===== config.mk =====
export PLATFORM = sky130hd
export DESIGN_NAME = busca_instrucao_flat
export DESIGN_NICKNAME = d
export VERILOG_FILES = /design/src/rtl/busca_instrucao_if.sv /design/src/rtl/busca_instrucao.sv /design/src/flat_wrapper.sv
export SDC_FILE = /design/constraint.sdc
export NUM_CORES = 1
export LEC_CHECK = 0
export ABC_AREA = 1
export CORE_MARGIN = 8
export CORE_UTILIZATION = 53
export DETAILED_ROUTE_END_ITERATION = 16
export PLACE_DENSITY_LB_ADDON = 0.25
export SLEW_MARGIN = 20
export SYNTH_ARGS = -nofsm -noshare
export SYNTH_HDL_FRONTEND = slang
export SYNTH_SLANG_ARGS = --single-unit

===== constraint.sdc =====
create_clock -name clk -period 2.4 [get_ports clk]
set_clock_uncertainty 0.15 [all_clocks]
set_input_delay 0.72 -clock clk [delete_from_list [all_inputs] [get_ports clk]]
set_output_delay 0.72 -clock clk [all_outputs]
set_load 0.005 [all_outputs]

===== src/rtl/busca_instrucao_if.sv =====
// Instruction-memory port between the fetch stage (master) and instruction memory (slave).
// mem_req stays high until a one-cycle mem_ack returns mem_dado.
interface busca_instrucao_if;
  logic        mem_req;
  logic [31:0] mem_addr;
  logic        mem_ack;
  logic [31:0] mem_dado;

  modport master (
    output mem_req,
    output mem_addr,
    input  mem_ack,
    input  mem_dado
  );

  modport slave (
    input  mem_req,
    input  mem_addr,
    output mem_ack,
    output mem_dado
  );
endinterface


===== src/rtl/busca_instrucao.sv =====
// Instruction-fetch stage: holds the PC, fetches one word per req/ack transaction,
// hands it downstream with valid/ready, redirects on jump/branch and watches for a dead memory port.
module busca_instrucao #(
  parameter logic [31:0] RESET_PC       = 32'h0000_0000,
  parameter int          TIMEOUT_CICLOS = 16
) (
  input  logic                      clk,
  input  logic                      rst_n,
  busca_instrucao_if.master         mem,
  output logic [31:0]               instrucao,
  output logic [31:0]               pc_inst,
  output logic                      valida,
  input  logic                      pronto,
  input  logic                      salto,
  input  logic [25:0]               salto_addr,
  input  logic                      desvio,
  input  logic [15:0]               desvio_offset,
  input  logic [31:0]               pc_ref,
  output logic                      erro_busca
);

  localparam int CW = $clog2(TIMEOUT_CICLOS + 2);
  localparam logic [CW-1:0] LIMITE    = CW'(TIMEOUT_CICLOS);
  localparam logic [CW-1:0] LIMITE_M1 = CW'((TIMEOUT_CICLOS > 0) ? TIMEOUT_CICLOS - 1 : 0);
  localparam logic          WATCHDOG  = (TIMEOUT_CICLOS != 0);

  typedef enum logic [1:0] {
    OCIOSO,
    BUSCA,
    SAIDA,
    DESCARTE
  } estado_t;

  estado_t       estado;
  logic [31:0]   pc;
  logic [31:0]   alvo;
  logic [CW-1:0] contador;

  logic [31:0] pc_ref_p4;
  logic [31:0] alvo_salto;
  logic [31:0] alvo_desvio;
  logic [31:0] alvo_novo;
  logic        redireciona;

  assign mem.mem_req  = (estado == BUSCA) || (estado == DESCARTE);
  assign mem.mem_addr = pc;

  // Jump wins over branch when both arrive together; all arithmetic wraps modulo 2^32.
  always_comb begin
    pc_ref_p4   = pc_ref + 32'd4;
    alvo_salto  = {pc_ref_p4[31:28], salto_addr, 2'b00};
    alvo_desvio = pc_ref_p4 + {{14{desvio_offset[15]}}, desvio_offset, 2'b00};
    redireciona = salto || desvio;
    alvo_novo   = salto ? alvo_salto : alvo_desvio;
  end

  always_ff @(posedge clk or negedge rst_n) begin
    if (!rst_n) begin
      estado     <= OCIOSO;
      pc         <= RESET_PC;
      alvo       <= RESET_PC;
      instrucao  <= 32'h0;
      pc_inst    <= 32'h0;
      valida     <= 1'b0;
      erro_busca <= 1'b0;
      contador   <= '0;
    end else begin
      case (estado)
        OCIOSO: begin
          if (redireciona) pc <= alvo_novo;
          valida <= 1'b0;
          estado <= BUSCA;
        end
        BUSCA: begin
          if (mem.mem_ack) begin
            if (redireciona) begin
              pc <= alvo_novo;
            end else begin
              instrucao <= mem.mem_dado;
              pc_inst   <= pc;
              pc        <= pc + 32'd4;
              valida    <= 1'b1;
              estado    <= SAIDA;
            end
          end else if (redireciona) begin
            // The outstanding request must finish at its old address, so park the target.
            alvo   <= alvo_novo;
            estado <= DESCARTE;
          end
        end
        SAIDA: begin
          if (redireciona) begin
            pc     <= alvo_novo;
            valida <= 1'b0;
            estado <= BUSCA;
          end else if (pronto) begin
            valida <= 1'b0;
            estado <= BUSCA;
          end
        end
        DESCARTE: begin
          if (mem.mem_ack) begin
            pc     <= redireciona ? alvo_novo : alvo;
            estado <= BUSCA;
          end else if (redireciona) begin
            alvo <= alvo_novo;
          end
        end
        default: estado <= OCIOSO;
      endcase

      // Watchdog saturates at the limit; the flag is sticky until reset.
      if (mem.mem_ack) begin
        contador <= '0;
      end else if (WATCHDOG && mem.mem_req && (contador != LIMITE)) begin
        contador <= contador + CW'(1);
        if (contador == LIMITE_M1) erro_busca <= 1'b1;
      end
    end
  end

endmodule


===== src/flat_wrapper.sv =====
// flat-port wrapper written by rule: the top's interface ports become plain ports
module busca_instrucao_flat 
#(
  parameter logic [31:0] RESET_PC       = 32'h0000_0000,
  parameter int          TIMEOUT_CICLOS = 16
)
  (clk, rst_n, instrucao, pc_inst, valida, pronto, salto, salto_addr, desvio, desvio_offset, pc_ref, erro_busca, mem_mem_req, mem_mem_addr, mem_mem_ack, mem_mem_dado);
  busca_instrucao_if mem_i ();
  input  logic clk;
  input  logic rst_n;
  output logic [31:0] instrucao;
  output logic [31:0] pc_inst;
  output logic valida;
  input  logic pronto;
  input  logic salto;
  input  logic [25:0] salto_addr;
  input  logic desvio;
  input  logic [15:0] desvio_offset;
  input  logic [31:0] pc_ref;
  output logic erro_busca;
  output wire logic [$bits(mem_i.mem_req)-1:0] mem_mem_req;
  output wire logic [$bits(mem_i.mem_addr)-1:0] mem_mem_addr;
  input wire logic [$bits(mem_i.mem_ack)-1:0] mem_mem_ack;
  input wire logic [$bits(mem_i.mem_dado)-1:0] mem_mem_dado;
  assign mem_mem_req = mem_i.mem_req;
  assign mem_mem_addr = mem_i.mem_addr;
  assign mem_i.mem_ack = mem_mem_ack;
  assign mem_i.mem_dado = mem_mem_dado;
  busca_instrucao #(.RESET_PC(RESET_PC), .TIMEOUT_CICLOS(TIMEOUT_CICLOS)) u_core (.clk(clk), .rst_n(rst_n), .mem(mem_i), .instrucao(instrucao), .pc_inst(pc_inst), .valida(valida), .pronto(pronto), .salto(salto), .salto_addr(salto_addr), .desvio(desvio), .desvio_offset(desvio_offset), .pc_ref(pc_ref), .erro_busca(erro_busca));
endmodule

==> results of run 1 <==
==> per-stage QoR <==
stage	instances	setup TNS [ns]	area [sq um]	setup slack [ns]
2_1_floorplan	1701	-33.71	11150	-1.027
3_3_place_gp	2352	-109.76	15180	-1.977
4_1_cts	2426	-35.75	17080	-0.9474
3_5_place_dp	2352	-120.51	15180	-2.033
==> what timing repair did <==
action | 4_1_cts
resized for setup | 324
setup buffers | 43
hold endpoints to repair | 16
setup endpoints to repair | 68
pin swaps | 167
hold buffers | 1
==> metal layers <==
layer / track usage [%] / GRT overflow
met5: 39.87 / 0
met4: 72.44 / 23
met3: 65.17 / 0
met2: 86.83 / 28
met1: 73.70 / 1
==> kinds of logic after synthesis <==
| family | count (synthesis) | share of synthesized area, % |
|---|---|---|
| AO/OA/AOI/OAI | 197 | 10.24 |
| adder cells (fa/ha/maj) | 39 | 4.656 |
| XOR/XNOR | 39 | 3.210 |
| flip-flops | 137 | 32.22 |
| buffers and inverters | 306 | 10.96 |
| AND/OR/NAND/NOR | 983 | 38.72 |
==> results.sh, run 1 <==
export IMPL_dp_hpwl_microns=31280
export IMPL_synth_top_cell_by_area="sky130_fd_sc_hd__dfrtp_1"
export IMPL_cts_buffers=17
export IMPL_grt_max_degree=62
export IMPL_syn_nets=1852
export IMPL_synthesis_area_sq_um=10640
export IMPL_synth_flop_cell="sky130_fd_sc_hd__dfrtp_1"
export IMPL_synth_lib_cells_used_distinct=48
export IMPL_flow_first_error="[ERROR GRT-0232] Routing congestion too high. Check the congestion heatmap in the GUI."
export IMPL_cts_root_buffer_cell="sky130_fd_sc_hd__clkbuf_16"
export IMPL_mapped_avg_cell_area_sq_um=6.256
export IMPL_outcome_stop_stage="global routing (5_1_grt)"
export IMPL_grt_worst_endpoint="u_core.mem.mem_addr[26]$_DFFE_PN0P_/D"
export IMPL_yosys_warning_total=0
export IMPL_place_gp_congestion=0.9425
export IMPL_cts_path_max_buffers=2
export IMPL_port_buffers=210
export IMPL_run_status="stopped before the end"
export IMPL_count_of_h_tree_levels_built_during_cts=4
export IMPL_netlist_top_cells_area="sky130_fd_sc_hd__dfrtp_1, sky130_fd_sc_hd__nand2_1, sky130_fd_sc_hd__inv_1, sky130_fd_sc_hd__nand3_1, sky130_fd_sc_hd__ha_1"
export IMPL_sequential_share_of_the_synthesized_area_pct=32.22
export IMPL_die_w_microns=157.7
export IMPL_grt_remaining_overflow=52
export IMPL_synth_edff_count=0
export IMPL_synth_async_reset_ratio_pct=100.0
export IMPL_cts_sinks=137
export IMPL_top_level_ports=211
export IMPL_die_y_extent_microns=157.7
export IMPL_antenna_found_initial=10
export IMPL_ys_ff_latch=137
export IMPL_most_used_standard_cells_in_the_synthesized_netlist="sky130_fd_sc_hd__nand2_1, sky130_fd_sc_hd__inv_1, sky130_fd_sc_hd__dfrtp_1"
export IMPL_rows=52
export IMPL_synth_top_area_share_pct=32.22
export IMPL_yosysMostFrequentCell="sky130_fd_sc_hd__nand2_1"
export IMPL_cell_count_after_synthesis=1701
export IMPL_endpoint_type="sequential cell input"
export IMPL_grt_total_usage_pct=74.53
export IMPL_initial_standard_cell_utilization_of_the_core_pct=53.28
==> run 2: changes to the inputs <==
--- a/config.mk
+++ b/config.mk
@@ -7,9 +7,9 @@
 export LEC_CHECK = 0
 export ABC_AREA = 1
 export CORE_MARGIN = 8
-export CORE_UTILIZATION = 53
+export CORE_UTILIZATION = 39
 export DETAILED_ROUTE_END_ITERATION = 16
-export PLACE_DENSITY_LB_ADDON = 0.25
+export PLACE_DENSITY_LB_ADDON = 0.15
 export SLEW_MARGIN = 20
 export SYNTH_ARGS = -nofsm -noshare
 export SYNTH_HDL_FRONTEND = slang
==> run 2 against run 1 <==
The flow now finishes, with violations (negative setup slack). Synthesized cell count unchanged. Synthesized area unchanged.
==> results.sh, run 2 <==
export IMPL_cts_path_max_buffers=2
export IMPL_grt_remaining_overflow=0
export IMPL_grt_pass1_vias=12457
export IMPL_fin_worst_hold_slack_ns=0.01335
export IMPL_sequential_share_of_the_synthesized_area_pct=32.22
export IMPL_cellLeakagePower_uw=0.009019
export IMPL_cpMaxStageDelayCell="sky130_fd_sc_hd__ha_4"
export IMPL_finalWorstPathRequiredPeriod_ns=3.480
export IMPL_initial_standard_cell_utilization_of_the_core_pct=39.59
export IMPL_cell_count_after_synthesis=1701
export IMPL_cts_buffers=17
export IMPL_floorplan_core_area_sq_um=26880
export IMPL_yosys_area_share_adder_pct=4.656
export IMPL_cp_data_required_time_ns=2.58
export IMPL_net_switching_power_uw=5462
export IMPL_power_frac_comb_pct=51.7
export IMPL_synth_compound_gate_area_share_pct=10.24
export IMPL_setup_viol=54
export IMPL_critPathKind="input port to register"
export IMPL_syn_nets=1852
export IMPL_final_critical_path_setup_slack_ns=-1.080
export IMPL_synth_xor_xnor_area_share_pct=3.210
export IMPL_final_common_cell="sky130_fd_sc_hd__nand2_1"
export IMPL_rows=60
export IMPL_maximum_resistive_drop_on_vdd_mv=0.5033
export IMPL_cts_sinks=137
export IMPL_clk_insertion_delay_late_ns=0.43
export IMPL_cp_buffers_inverters=7
export IMPL_die_w_microns=181.2
export IMPL_seq_power_share_pct=28.7
export IMPL_power_clock_fraction_pct=19.6
export IMPL_p_sw_share_pct=40.12
export IMPL_most_used_standard_cells_in_the_synthesized_netlist="sky130_fd_sc_hd__nand2_1, sky130_fd_sc_hd__inv_1, sky130_fd_sc_hd__dfrtp_1"
export IMPL_post_drt_wl_per_cell_microns=17.13
export IMPL_r2r_setup_slack_ns=0.07
export IMPL_clk_pin_slew_worst_setup_hold_paths_ns=0.07
export IMPL_drt_pass1_iterations=7
export IMPL_synthesis_area_sq_um=10640
export IMPL_ys_ff_latch=137
export IMPL_r2r_cells=15
export IMPL_synth_top_cell_by_area="sky130_fd_sc_hd__dfrtp_1"
export IMPL_synth_async_reset_ratio_pct=100.0
export IMPL_cp_top_family="simple AND/OR/NAND/NOR gates"
export IMPL_antenna_found_initial=0
export IMPL_critical_path_max_stage_delay_ns=0.30
export IMPL_timing_critical_path_mode_cell="sky130_fd_sc_hd__nand3_2"
export IMPL_synth_mux_area_share_pct=0
export IMPL_nNetsFinal=2328
export IMPL_drt_initial_drc_count=849
export IMPL_worstMarginPinSlew_ns=0.5917
export IMPL_hold_buffer_count_at_cts=0
export IMPL_netlist_top_cells_area="sky130_fd_sc_hd__dfrtp_1, sky130_fd_sc_hd__nand2_1, sky130_fd_sc_hd__inv_1, sky130_fd_sc_hd__nand3_1, sky130_fd_sc_hd__ha_1"
export IMPL_critical_path_max_fanout=3
export IMPL_run_status="complete, but fails checks"
export IMPL_antenna_left=0
export IMPL_yosysMostFrequentCell="sky130_fd_sc_hd__nand2_1"
export IMPL_mostFrequentLayoutCells="sky130_fd_sc_hd__nand2_1, sky130_fd_sc_hd__buf_4, sky130_fd_sc_hd__inv_1"
export IMPL_tritoncts="done"
export IMPL_fp_dieArea_sq_um=32830
export IMPL_cts_root_buffer_cell="sky130_fd_sc_hd__clkbuf_16"
export IMPL_synth_lib_cells_used_distinct=48
export IMPL_grt_max_degree=66
export IMPL_detailedPlace_worstSlack_ns=-1.994
export IMPL_area_used_by_sequential_logic_in_the_layout_sq_um=3432
export IMPL_filler_cell_count=2186
export IMPL_fraction_of_layout_instances_using_a_drive_strength_above_1_pct=37.44
export IMPL_final_min_period_over_clock_period_pct=145.0
export IMPL_area_growth_synth_to_final_pct=74.33
export IMPL_num_vias=12887
export IMPL_reg2reg_to="u_core.mem.mem_addr[20]"
export IMPL_place_gp_congestion=0.9158
export IMPL_die_y_extent_microns=181.2
export IMPL_pwr_density_cell_nw_per_um2=733.8
export IMPL_global_route_wire_length_before_repair_microns=64160
export IMPL_worstHoldPathType="input port to async pin"
export IMPL_fraction_of_the_mapped_netlist_area_in_simple_logic_gates_pct=38.72
export IMPL_multiInputGateArea_sq_um=8422
export IMPL_synth_flop_cell="sky130_fd_sc_hd__dfrtp_1"
export IMPL_synth_top_family_by_area="simple AND/OR/NAND/NOR gates"
export IMPL_synth_top_area_share_pct=32.22
export IMPL_antennaDiodeCount=0
export IMPL_port_buffers=210
export IMPL_r2r_start="u_core.mem.mem_addr[2]"
export IMPL_yosys_warning_total=0
export IMPL_worst_endpoint_arrival_ns=3.66
export IMPL_final_hold_violation_count=0
export IMPL_startpoint_type="input port"
export IMPL_final_max_slew_viol_count=0
export IMPL_slew_headroom_pct=60.50
export IMPL_internal_power_uw=8152
export IMPL_avgViaCountPerCell=5.092
export IMPL_count_of_h_tree_levels_built_during_cts=4
export IMPL_max_cap_viol_count=0
export IMPL_postRouteWirelength_microns=43360
export IMPL_synth_edff_count=0
export IMPL_violations="negative setup slack"
export IMPL_setup_worst_path_end_class="register"
export IMPL_setup_repair_after_global_routing_missed_its_margin="true"
export IMPL_mapped_avg_cell_area_sq_um=6.256
export IMPL_grt_total_usage_pct=23.98
export IMPL_drcViolationCount=0
export IMPL_dp_hpwl_microns=30900
export IMPL_max_clock_freq_mhz=287.4
export IMPL_top_level_ports=211
export IMPL_cp_num_cells=26
## run 2: cell counts after synthesis
Identical to the previous run, type by type.
## run 2: cell families (layout without fill, tap and decap cells)
kind of cell	after synthesis	after routing
buffers and inverters	306	795
adders and majority gates	39	39
xor gates and xnor gates	39	39
and+or+nand+nor	983	983
AOI/OAI and AO/OA	197	197
DFF	137	137
## run 2: layer usage
metal	GRT usage, %	up-vias	share of wire, %
met2	41.32	458	49
met5	0	-	0
met4	8.691	0	4.3
met1	30.02	6010	41
li1	-	6304	-
met3	3.551	115	5.5
## run 2: worst max-delay path by stage
| stage | startpoint | to |
|---|---|---|
| after global placement | pc_ref[2] | u_core.mem.mem_addr[29] |
| after CTS | pc_ref[3] | u_core.mem.mem_addr[30] |
| after global routing | pc_ref[2] | u_core.mem.mem_addr[27] |
| after detailed placement | pc_ref[2] | u_core.mem.mem_addr[29] |
| final | pc_ref[2] | u_core.mem.mem_addr[18] |
| after floorplan | pc_ref[2] | u_core.mem.mem_addr[31] |
## run 2: timing repair
action	CTS	global route
buffers inserted	39	32
pin swaps	176	168
resized for setup	340	233
endpoints found under the setup margin	61	62
## run 2: cell type report
cell class / instances / area share, %
multi-input cells: 1258 / 45.40
repair buffers: 508 / 25.27
flip-flops and latches: 137 / 18.50
inverters: 255 / 5.294
well taps: 341 / 2.300
clock buffers: 17 / 2.293
clock inverters: 15 / 0.9442
## run 2: power groups by stage
stage / combinational [uW] / clock (uW) / sequential (uW)
6_report: 7030 / 2670 / 3910
5_1_grt: 7660 / 2800 / 4030
4_1_cts: 6520 / 2700 / 3900
3_5_place_dp: 6100 / 0 / 3930
3_3_place_gp: 6010 / 0 / 3920
2_1_floorplan: 2690 / 0 / 3870
## run 2: per-stage QoR
step	area (sq um)	cells	TNS (ns)	util, %	power, uW
2_1_floorplan	11150	1701	-33.71	-	6562
3_5_place_dp	15370	2435	-105.99	57.18	10020
3_3_place_gp	15370	2435	-103.49	57.18	9935
5_1_grt	18550	2531	-48.98	69.03	14480
6_report	18550	2531	-41.43	69.03	13610
4_1_cts	17350	2504	-33.58	64.56	13120
Power figures use the tool's default switching activity.
